File: src/rtl/umt_entry_sequencer_if.sv
`default_nettype none
// ============================================================================
// Module : umt_entry_sequencer_if
// Brief  : Valid/ready PMT slice-write port between sequencer and PMT array.
// Rev    : 1.0  initial release
// ============================================================================
interface umt_entry_sequencer_if #(
    parameter int PMT_WIDTH = 16
);
    logic                 pmt_wr_valid;
    logic                 pmt_wr_ready;
    logic [7:0]           pmt_wr_id;
    logic [8:0]           pmt_wr_addr;
    logic [PMT_WIDTH-1:0] pmt_wr_data;
    logic [PMT_WIDTH-1:0] pmt_wr_mask;

    modport master (
        output pmt_wr_valid,
        output pmt_wr_id,
        output pmt_wr_addr,
        output pmt_wr_data,
        output pmt_wr_mask,
        input  pmt_wr_ready
    );

    modport slave (
        input  pmt_wr_valid,
        input  pmt_wr_id,
        input  pmt_wr_addr,
        input  pmt_wr_data,
        input  pmt_wr_mask,
        output pmt_wr_ready
    );
endinterface
`default_nettype wire

File: src/rtl/umt_entry_sequencer.sv
`default_nettype none
// ============================================================================
// Module : umt_entry_sequencer
// Brief  : Buffers UMT entry writes and issues them as PMT-width slice writes.
// Rev    : 1.0  initial release
// ============================================================================
module umt_entry_sequencer #(
    parameter int NUM_UMT    = 8,
    parameter int PMT_WIDTH  = 16,
    parameter int FIFO_DEPTH = 4
) (
    input  wire logic                       clk,
    input  wire logic                       rst_n,

    input  wire logic                       cfg_valid_i,
    input  wire logic                       cfg_wr_en_i,
    input  wire logic [$clog2(NUM_UMT)-1:0] cfg_id_i,
    input  wire logic [15:0]                cfg_width_i,
    input  wire logic [15:0]                cfg_depth_i,
    input  wire logic [7:0]                 cfg_base_pmt_i,

    input  wire logic                       entry_valid_i,
    input  wire logic [$clog2(NUM_UMT)-1:0] entry_umt_id_i,
    input  wire logic [8:0]                 entry_addr_i,
    input  wire logic [63:0]                entry_data_i,
    input  wire logic [63:0]                entry_mask_i,

    umt_entry_sequencer_if.master           pmt,

    output logic                            busy_o,
    output logic                            cfg_err_o,
    output logic                            entry_err_o,
    output logic                            ovf_err_o,
    input  wire logic                       err_clear_i,
    output logic [15:0]                     wr_count_o
);

    localparam int ID_W     = $clog2(NUM_UMT);
    localparam int SLICE_SH = $clog2(PMT_WIDTH);
    localparam int SL_W     = 7 - SLICE_SH;
    localparam int PTR_W    = $clog2(FIFO_DEPTH);
    localparam int ENT_W    = ID_W + 9 + 128;

    typedef enum logic [1:0] {
        S_IDLE  = 2'd0,
        S_LOAD  = 2'd1,
        S_ISSUE = 2'd2
    } state_t;

    // ------------------------------------------------------------------
    // Geometry table
    // ------------------------------------------------------------------
    logic [NUM_UMT-1:0] tbl_valid_q;
    logic [6:0]         tbl_width_q [NUM_UMT];
    logic [9:0]         tbl_depth_q [NUM_UMT];
    logic [7:0]         tbl_base_q  [NUM_UMT];

    logic w_cfg_legal;
    logic w_cfg_wr;
    logic w_cfg_bad;

    assign w_cfg_legal = (cfg_width_i != 16'd0) && (cfg_width_i <= 16'd64) &&
                         (cfg_depth_i != 16'd0) && (cfg_depth_i <= 16'd512);
    assign w_cfg_wr    = cfg_valid_i & cfg_wr_en_i & w_cfg_legal;
    assign w_cfg_bad   = cfg_valid_i & cfg_wr_en_i & ~w_cfg_legal;

    always_ff @(posedge clk or negedge rst_n) begin
        if (!rst_n) begin
            tbl_valid_q <= '0;
            for (int i = 0; i < NUM_UMT; i++) begin
                tbl_width_q[i] <= '0;
                tbl_depth_q[i] <= '0;
                tbl_base_q[i]  <= '0;
            end
        end else if (w_cfg_wr) begin
            tbl_valid_q[cfg_id_i] <= 1'b1;
            tbl_width_q[cfg_id_i] <= cfg_width_i[6:0];
            tbl_depth_q[cfg_id_i] <= cfg_depth_i[9:0];
            tbl_base_q[cfg_id_i]  <= cfg_base_pmt_i;
        end
    end

    // ------------------------------------------------------------------
    // Entry FIFO (extra pointer bit distinguishes full from empty)
    // ------------------------------------------------------------------
    logic [ENT_W-1:0] fifo_mem_q [FIFO_DEPTH];
    logic [PTR_W:0]   wr_ptr_q;
    logic [PTR_W:0]   rd_ptr_q;
    logic             w_fifo_empty;
    logic             w_fifo_full;
    logic             w_push;
    logic             w_pop;
    logic [ENT_W-1:0] w_fifo_head;

    state_t state_q;

    assign w_fifo_empty = (wr_ptr_q == rd_ptr_q);
    assign w_fifo_full  = (wr_ptr_q[PTR_W] != rd_ptr_q[PTR_W]) &&
                          (wr_ptr_q[PTR_W-1:0] == rd_ptr_q[PTR_W-1:0]);
    assign w_push       = entry_valid_i & ~w_fifo_full;
    assign w_pop        = (state_q == S_IDLE) & ~w_fifo_empty;
    assign w_fifo_head  = fifo_mem_q[rd_ptr_q[PTR_W-1:0]];

    always_ff @(posedge clk) begin
        if (w_push) begin
            fifo_mem_q[wr_ptr_q[PTR_W-1:0]] <= {entry_umt_id_i, entry_addr_i,
                                                entry_mask_i, entry_data_i};
        end
    end

    always_ff @(posedge clk or negedge rst_n) begin
        if (!rst_n) begin
            wr_ptr_q <= '0;
            rd_ptr_q <= '0;
        end else begin
            if (w_push) begin
                wr_ptr_q <= wr_ptr_q + {{PTR_W{1'b0}}, 1'b1};
            end
            if (w_pop) begin
                rd_ptr_q <= rd_ptr_q + {{PTR_W{1'b0}}, 1'b1};
            end
        end
    end

    // ------------------------------------------------------------------
    // Slice sequencer
    // ------------------------------------------------------------------
    logic [ID_W-1:0]      ent_id_q;
    logic [8:0]           ent_addr_q;
    logic [63:0]          ent_data_q;
    logic [63:0]          ent_mask_q;
    logic [7:0]           base_q;
    logic [SL_W-1:0]      slice_q;
    logic [SL_W-1:0]      last_q;
    logic                 pmt_valid_q;
    logic [7:0]           pmt_id_q;
    logic [8:0]           pmt_addr_q;
    logic [PMT_WIDTH-1:0] pmt_data_q;
    logic [PMT_WIDTH-1:0] pmt_mask_q;
    logic [15:0]          wr_count_q;

    logic [6:0]           w_row_width;
    logic [9:0]           w_row_depth;
    logic [7:0]           w_row_base;
    logic [6:0]           w_row_wm1;
    logic [SL_W-1:0]      w_row_last;
    logic                 w_load_bad;
    logic [SL_W-1:0]      w_slice_nxt;
    logic [7:0]           w_slice_nxt_ext;

    assign w_row_width = tbl_width_q[ent_id_q];
    assign w_row_depth = tbl_depth_q[ent_id_q];
    assign w_row_base  = tbl_base_q[ent_id_q];
    // Last slice index = (width-1) / PMT_WIDTH; avoids a ceil-divide adder.
    assign w_row_wm1   = w_row_width - 7'd1;
    assign w_row_last  = w_row_wm1[6:SLICE_SH];
    assign w_load_bad  = (state_q == S_LOAD) &&
                         (!tbl_valid_q[ent_id_q] || ({1'b0, ent_addr_q} >= w_row_depth));

    assign w_slice_nxt     = slice_q + {{(SL_W-1){1'b0}}, 1'b1};
    assign w_slice_nxt_ext = {{(8-SL_W){1'b0}}, w_slice_nxt};

    always_ff @(posedge clk or negedge rst_n) begin
        if (!rst_n) begin
            state_q     <= S_IDLE;
            ent_id_q    <= '0;
            ent_addr_q  <= '0;
            ent_data_q  <= '0;
            ent_mask_q  <= '0;
            base_q      <= '0;
            slice_q     <= '0;
            last_q      <= '0;
            pmt_valid_q <= 1'b0;
            pmt_id_q    <= '0;
            pmt_addr_q  <= '0;
            pmt_data_q  <= '0;
            pmt_mask_q  <= '0;
            wr_count_q  <= '0;
        end else begin
            case (state_q)
                S_IDLE: begin
                    if (!w_fifo_empty) begin
                        {ent_id_q, ent_addr_q, ent_mask_q, ent_data_q} <= w_fifo_head;
                        state_q <= S_LOAD;
                    end
                end
                S_LOAD: begin
                    if (w_load_bad) begin
                        state_q <= S_IDLE;
                    end else begin
                        base_q      <= w_row_base;
                        last_q      <= w_row_last;
                        slice_q     <= '0;
                        pmt_valid_q <= 1'b1;
                        pmt_id_q    <= w_row_base;
                        pmt_addr_q  <= ent_addr_q;
                        pmt_data_q  <= ent_data_q[PMT_WIDTH-1:0];
                        pmt_mask_q  <= ent_mask_q[PMT_WIDTH-1:0];
                        state_q     <= S_ISSUE;
                    end
                end
                S_ISSUE: begin
                    if (pmt.pmt_wr_ready) begin
                        if (slice_q == last_q) begin
                            pmt_valid_q <= 1'b0;
                            wr_count_q  <= wr_count_q + 16'd1;
                            state_q     <= S_IDLE;
                        end else begin
                            // Entry words shift down so the next slice is always at a fixed offset.
                            slice_q    <= w_slice_nxt;
                            pmt_id_q   <= base_q + w_slice_nxt_ext;
                            pmt_data_q <= ent_data_q[2*PMT_WIDTH-1:PMT_WIDTH];
                            pmt_mask_q <= ent_mask_q[2*PMT_WIDTH-1:PMT_WIDTH];
                            ent_data_q <= ent_data_q >> PMT_WIDTH;
                            ent_mask_q <= ent_mask_q >> PMT_WIDTH;
                        end
                    end
                end
                default: begin
                    state_q <= S_IDLE;
                end
            endcase
        end
    end

    // ------------------------------------------------------------------
    // Sticky errors: a new error in the clearing cycle keeps the flag set
    // ------------------------------------------------------------------
    logic cfg_err_q;
    logic entry_err_q;
    logic ovf_err_q;

    always_ff @(posedge clk or negedge rst_n) begin
        if (!rst_n) begin
            cfg_err_q   <= 1'b0;
            entry_err_q <= 1'b0;
            ovf_err_q   <= 1'b0;
        end else begin
            cfg_err_q   <= (cfg_err_q   & ~err_clear_i) | w_cfg_bad;
            entry_err_q <= (entry_err_q & ~err_clear_i) | w_load_bad;
            ovf_err_q   <= (ovf_err_q   & ~err_clear_i) | (entry_valid_i & w_fifo_full);
        end
    end

    assign pmt.pmt_wr_valid = pmt_valid_q;
    assign pmt.pmt_wr_id    = pmt_id_q;
    assign pmt.pmt_wr_addr  = pmt_addr_q;
    assign pmt.pmt_wr_data  = pmt_data_q;
    assign pmt.pmt_wr_mask  = pmt_mask_q;

    assign busy_o      = !w_fifo_empty || (state_q != S_IDLE);
    assign cfg_err_o   = cfg_err_q;
    assign entry_err_o = entry_err_q;
    assign ovf_err_o   = ovf_err_q;
    assign wr_count_o  = wr_count_q;

endmodule
`default_nettype wire

File: src/flat_wrapper.sv
// flat-port wrapper written by rule: the top's interface ports become plain ports
module umt_entry_sequencer_flat 
#(
    parameter int NUM_UMT    = 8,
    parameter int PMT_WIDTH  = 16,
    parameter int FIFO_DEPTH = 4
)
  (clk, rst_n, cfg_valid_i, cfg_wr_en_i, cfg_id_i, cfg_width_i, cfg_depth_i, cfg_base_pmt_i, entry_valid_i, entry_umt_id_i, entry_addr_i, entry_data_i, entry_mask_i, busy_o, cfg_err_o, entry_err_o, ovf_err_o, err_clear_i, wr_count_o, pmt_pmt_wr_valid, pmt_pmt_wr_id, pmt_pmt_wr_addr, pmt_pmt_wr_data, pmt_pmt_wr_mask, pmt_pmt_wr_ready);
  umt_entry_sequencer_if #(.PMT_WIDTH(PMT_WIDTH)) pmt_i ();
  input  wire logic clk;
  input  wire logic rst_n;
  input  wire logic cfg_valid_i;
  input  wire logic cfg_wr_en_i;
  input  wire logic [$clog2(NUM_UMT)-1:0] cfg_id_i;
  input  wire logic [15:0] cfg_width_i;
  input  wire logic [15:0] cfg_depth_i;
  input  wire logic [7:0] cfg_base_pmt_i;
  input  wire logic entry_valid_i;
  input  wire logic [$clog2(NUM_UMT)-1:0] entry_umt_id_i;
  input  wire logic [8:0] entry_addr_i;
  input  wire logic [63:0] entry_data_i;
  input  wire logic [63:0] entry_mask_i;
  output logic busy_o;
  output logic cfg_err_o;
  output logic entry_err_o;
  output logic ovf_err_o;
  input  wire logic err_clear_i;
  output logic [15:0] wr_count_o;
  output wire logic [$bits(pmt_i.pmt_wr_valid)-1:0] pmt_pmt_wr_valid;
  output wire logic [$bits(pmt_i.pmt_wr_id)-1:0] pmt_pmt_wr_id;
  output wire logic [$bits(pmt_i.pmt_wr_addr)-1:0] pmt_pmt_wr_addr;
  output wire logic [$bits(pmt_i.pmt_wr_data)-1:0] pmt_pmt_wr_data;
  output wire logic [$bits(pmt_i.pmt_wr_mask)-1:0] pmt_pmt_wr_mask;
  input wire logic [$bits(pmt_i.pmt_wr_ready)-1:0] pmt_pmt_wr_ready;
  assign pmt_pmt_wr_valid = pmt_i.pmt_wr_valid;
  assign pmt_pmt_wr_id = pmt_i.pmt_wr_id;
  assign pmt_pmt_wr_addr = pmt_i.pmt_wr_addr;
  assign pmt_pmt_wr_data = pmt_i.pmt_wr_data;
  assign pmt_pmt_wr_mask = pmt_i.pmt_wr_mask;
  assign pmt_i.pmt_wr_ready = pmt_pmt_wr_ready;
  umt_entry_sequencer #(.NUM_UMT(NUM_UMT), .PMT_WIDTH(PMT_WIDTH), .FIFO_DEPTH(FIFO_DEPTH)) u_core (.clk(clk), .rst_n(rst_n), .cfg_valid_i(cfg_valid_i), .cfg_wr_en_i(cfg_wr_en_i), .cfg_id_i(cfg_id_i), .cfg_width_i(cfg_width_i), .cfg_depth_i(cfg_depth_i), .cfg_base_pmt_i(cfg_base_pmt_i), .entry_valid_i(entry_valid_i), .entry_umt_id_i(entry_umt_id_i), .entry_addr_i(entry_addr_i), .entry_data_i(entry_data_i), .entry_mask_i(entry_mask_i), .pmt(pmt_i), .busy_o(busy_o), .cfg_err_o(cfg_err_o), .entry_err_o(entry_err_o), .ovf_err_o(ovf_err_o), .err_clear_i(err_clear_i), .wr_count_o(wr_count_o));
endmodule
File: config.mk
export PLATFORM = sky130hd
export DESIGN_NAME = umt_entry_sequencer_flat
export DESIGN_NICKNAME = d
export VERILOG_FILES = /design/src/rtl/umt_entry_sequencer_if.sv /design/src/rtl/umt_entry_sequencer.sv /design/src/flat_wrapper.sv
export SDC_FILE = /design/constraint.sdc
export NUM_CORES = 1
export LEC_CHECK = 0
export BUFFER_PORTS_ARGS = -buffer_cell sky130_fd_sc_hd__buf_2
export CAP_MARGIN = 20
export CORE_MARGIN = 2
export CORE_UTILIZATION = 30
export DETAILED_ROUTE_END_ITERATION = 16
export GPL_TIMING_DRIVEN = 0
export SKIP_LAST_GASP = 1
export SLEW_MARGIN = 20
export SYNTH_ARGS = -nofsm -noshare
export SYNTH_HDL_FRONTEND = slang
export SYNTH_SLANG_ARGS = --single-unit
File: constraint.sdc
create_clock -name clk -period 4.9 [get_ports clk]
set_input_delay 0.245 -clock clk [delete_from_list [all_inputs] [get_ports clk]]
set_output_delay 0.245 -clock clk [all_outputs]
set_load 0.01 [all_outputs]
==> impl_metrics.py <==
metrics = {
    "run_status": {
        "outcome": "finished, final reports clean",
    },
    "synthesis": {
        "synth_top_flop_cell": "edfxtp_1",
        "synth_cell_types": 58,
        "yosys.area.top_type": "edfxtp_1",
        "ys_top_cells_by_count": "edfxtp_1, dfrtp_1, nand2_1",
        "netlist_area_mm2": 0.0397,
        "synth_top_area_share_pct": 42.4,
        "syn_inst": 2342,
        "synth_edf_count": 560,
        "syn_area_per_cell_um2": 16.9,
        "synth_most_common_cell": "edfxtp_1",
        "ys_ff_latch": 999,
        "ys_warn_count": 0,
        "synth_nets": 2552,
        "yosysSeqAreaShare_pct": 70.1,
        "synth.area.top_cells": "edfxtp_1, dfrtp_1, mux4_2, mux2_2, nand2_1",
        "async_reset_ff_share_pct": 43.9,
    },
    "place": {
        "dp_hpwl_mm": 71.5,
        "gp_congestion": 0.799,
        "place_inst": 4372,
        "port_buffers": 258,
    },
    "hold_path": {
        "hold_class": "primary input to register",
    },
    "sta": {
        "period_share_pct": 95.1,
        "setup_viol": 0,
        "rsz0062_at_grt": "no",
        "drv_slew": 0,
        "finClkSkew_ps": 60.8,
        "worst_pin_slew_ps": 1110,
        "timing.fmax_mhz": 215,
        "hold_violations": 0,
        "slew_headroom_pct": 26.3,
        "layout_min_cycle_time_ps": 4660,
    },
    "setup_path": {
        "path_cells": "clkbuf_1 > clkbuf_4 > clkbuf_2 > mux4_2 > mux2i_1 > ha_1 > a2111oi_0 > o31a_1 > o2111a_1 > nand2b_2 > buf_2 > mux2_2",
        "critPathArrivalTime_ps": 5240,
        "crit_type": "register to register",
        "cp_max_fo": 19,
        "slowest_delay_ps": 520,
        "required_ps": 5480,
        "critPathLaunchType": "register",
        "endpoint_kind": "register",
        "cp_slowest_cell": "clkbuf_4",
    },
    "cts": {
        "clock_sinks": 999,
        "cts_tree": "built",
        "path_clk_slew_ps": 60,
        "htree_levels": 3,
        "cts_root_buffer": "clkbuf_16",
        "cts_buffer_depth": 3,
        "clock_latency_ps": 730,
        "numCtsBuffers": 101,
    },
    "die": {
        "initial_core_util_pct": 30.2,
        "num_io_pins": 260,
        "fp.dieH_um": 368,
        "die_w_um": 368,
        "fp-row-count": 133,
        "core_region_area_mm2": 0.131,
        "die_area_mm2": 0.135,
    },
    "routing": {
        "dr.pass1.iters": 7,
        "viasPerCell": 4.73,
        "drt-wirelength-per-cell_um": 21.7,
        "drt_iter0_markers": 1573,
        "route.detailed.drc": 0,
        "drtAntennaViolNets": 0,
        "vias": 22398,
        "drt-total-wl_mm": 103,
    },
    "grt": {
        "track_usage_pct": 15.2,
        "grt_max_degree": 95,
        "grt_pass1_vias": 23154,
        "antenna_found_initial": 26,
        "grt_pass1_wl_mm": 153,
        "grt-ovfl-total": 0,
    },
    "job": {
        "cap_violations": 0,
    },
    "layout": {
        "syn_to_final_growth_pct": 23.1,
        "fin_nets": 3102,
        "drive_gt1_share_pct": 29.3,
        "final_cells": 4735,
    },
    "power": {
        "leakagePower_nw": 19.4,
        "irDropWorstVdd_uv": 343,
        "fin_total_pwr_w": 0.0274,
        "powerDensity_mw_per_mm2": 561,
    },
}
repair_timing:
action / CTS / global route
hold buffers: 175 / 0
endpoints found under the setup margin: 65 / 30
setup buffers: 0 / 0
hold endpoints to repair: 955 / 0
resized for setup: 9 / 2
pin swaps: 0 / 0
area by class of cell:
cell class                 count  area [um2]
inverter                      13        48.8
clock buffer                 126        2850
clock inverter                60         589
fill                       12242       82500
antenna                        5        12.5
tap                         1755        2200
multi-input combinational   1195       11300
sequential                   999       27800
buffer                       132         588
timing repair buffer         450        3490
cells by family after synthesis:
| family | Yosys count | synth area share [%] |
|---|---|---|
| adder cells (fa/ha/maj) | 20 | 0.650 |
| XOR/XNOR | 32 | 0.707 |
| AND/OR/NAND/NOR | 496 | 5.29 |
| buffers and inverters | 148 | 1.57 |
| flip-flops | 999 | 70.1 |
| AO/OA/AOI/OAI | 182 | 3.17 |
| multiplexers | 465 | 18.5 |
cell usage in the layout (no fill, tap or decap), drive strengths merged, types with 11 or more instances in the layout:
| cell | count |
|---|---|
| mux2i | 21 |
| edfxtp | 560 |
| clkinv | 46 |
| a22o | 32 |
| a21oi | 12 |
| clkbuf | 218 |
| nand2 | 294 |
| mux4 | 183 |
| mux2 | 261 |
| xnor2 | 22 |
| inv | 17 |
| dfrtp | 439 |
| ha | 19 |
| buf | 315 |
| nor2 | 126 |
| dlygate4sd3 | 175 |
| a31oi | 106 |
| nand3 | 11 |
| nor4 | 11 |
final timing paths:
path,startpoint,to,slack (ps),cells after the start
max,u_core.ent_id_q[1],u_core.pmt.pmt_wr_data[9],240,12
min,cfg_id_i[1],u_core.tbl_width_q[53],80,3
max reg2reg,u_core.ent_id_q[1],u_core.pmt.pmt_wr_data[9],240,12
min reg2reg,u_core.tbl_valid_q[3],u_core.tbl_valid_q[3],460,1
max in group asynchronous,rst_n,u_core.ent_mask_q[38],3250,5
min in group asynchronous,rst_n,u_core.tbl_depth_q[72],90,2
registers in the layout, summed over array words and instances, names as in the netlist, 2 cells and up:
| register | flops |
|---|---|
| u_core.rd_ptr_q | 3 |
| u_core.tbl_depth_q | 80 |
| u_core.ent_id_q | 3 |
| u_core.state_q | 2 |
| u_core.base_q | 8 |
| u_core.pmt.pmt_wr_data | 16 |
| u_core.last_q | 3 |
| u_core.wr_count_o | 16 |
| u_core.ent_addr_q | 9 |
| u_core.ent_mask_q | 64 |
| u_core.wr_ptr_q | 3 |
| u_core.fifo_mem_q | 560 |
| u_core.tbl_base_q | 64 |
| u_core.tbl_valid_q | 8 |
| u_core.pmt.pmt_wr_id | 8 |
| u_core.pmt.pmt_wr_mask | 16 |
| u_core.tbl_width_q | 56 |
| u_core.pmt.pmt_wr_addr | 9 |
| u_core.slice_q | 3 |
| u_core.ent_data_q | 64 |
power breakdown:
part | total [W] | switching [W] | internal, W
sequential | 0.0117 | 0.000743 | 0.0109
clock | 0.00790 | 0.00338 | 0.00452
combinational | 0.00780 | 0.00460 | 0.00320
total | 0.0274 | 0.00872 | 0.0187
critical path: cells and delay by family (launching register included):
family / cells / cell delay [ps]
compound gates: 3 / 860
simple gates: 1 / 280
flops: 1 / 320
buf+inv: 4 / 1740
fa+ha+maj: 1 / 300
mux: 3 / 1040
per-layer routing:
metal,vias to the layer above,GRT usage (%),wire length (um)
li1,10023,-,-
met4,30,3.55,2130
met3,175,5.71,9080
met1,11576,20.0,43900
met5,-,0,182
met2,594,23.7,47600
stage by stage:
step           util (%)  worst slack (ps)  TNS (ps)  instance area (um2)  hold slack, ps
3_5_place_dp       33.2             -1140    -57260                43600             207
4_1_cts            37.2               111         0                48800            31.5
2_1_floorplan         -              24.7         0                39700           -50.6
3_3_place_gp       32.9             -5790  -4432260                43100             445
5_1_grt            37.2              55.7         0                48800            65.5
6_report           37.2               242         0                48800            83.0
Note: power is estimated with default switching activity, not from simulation.
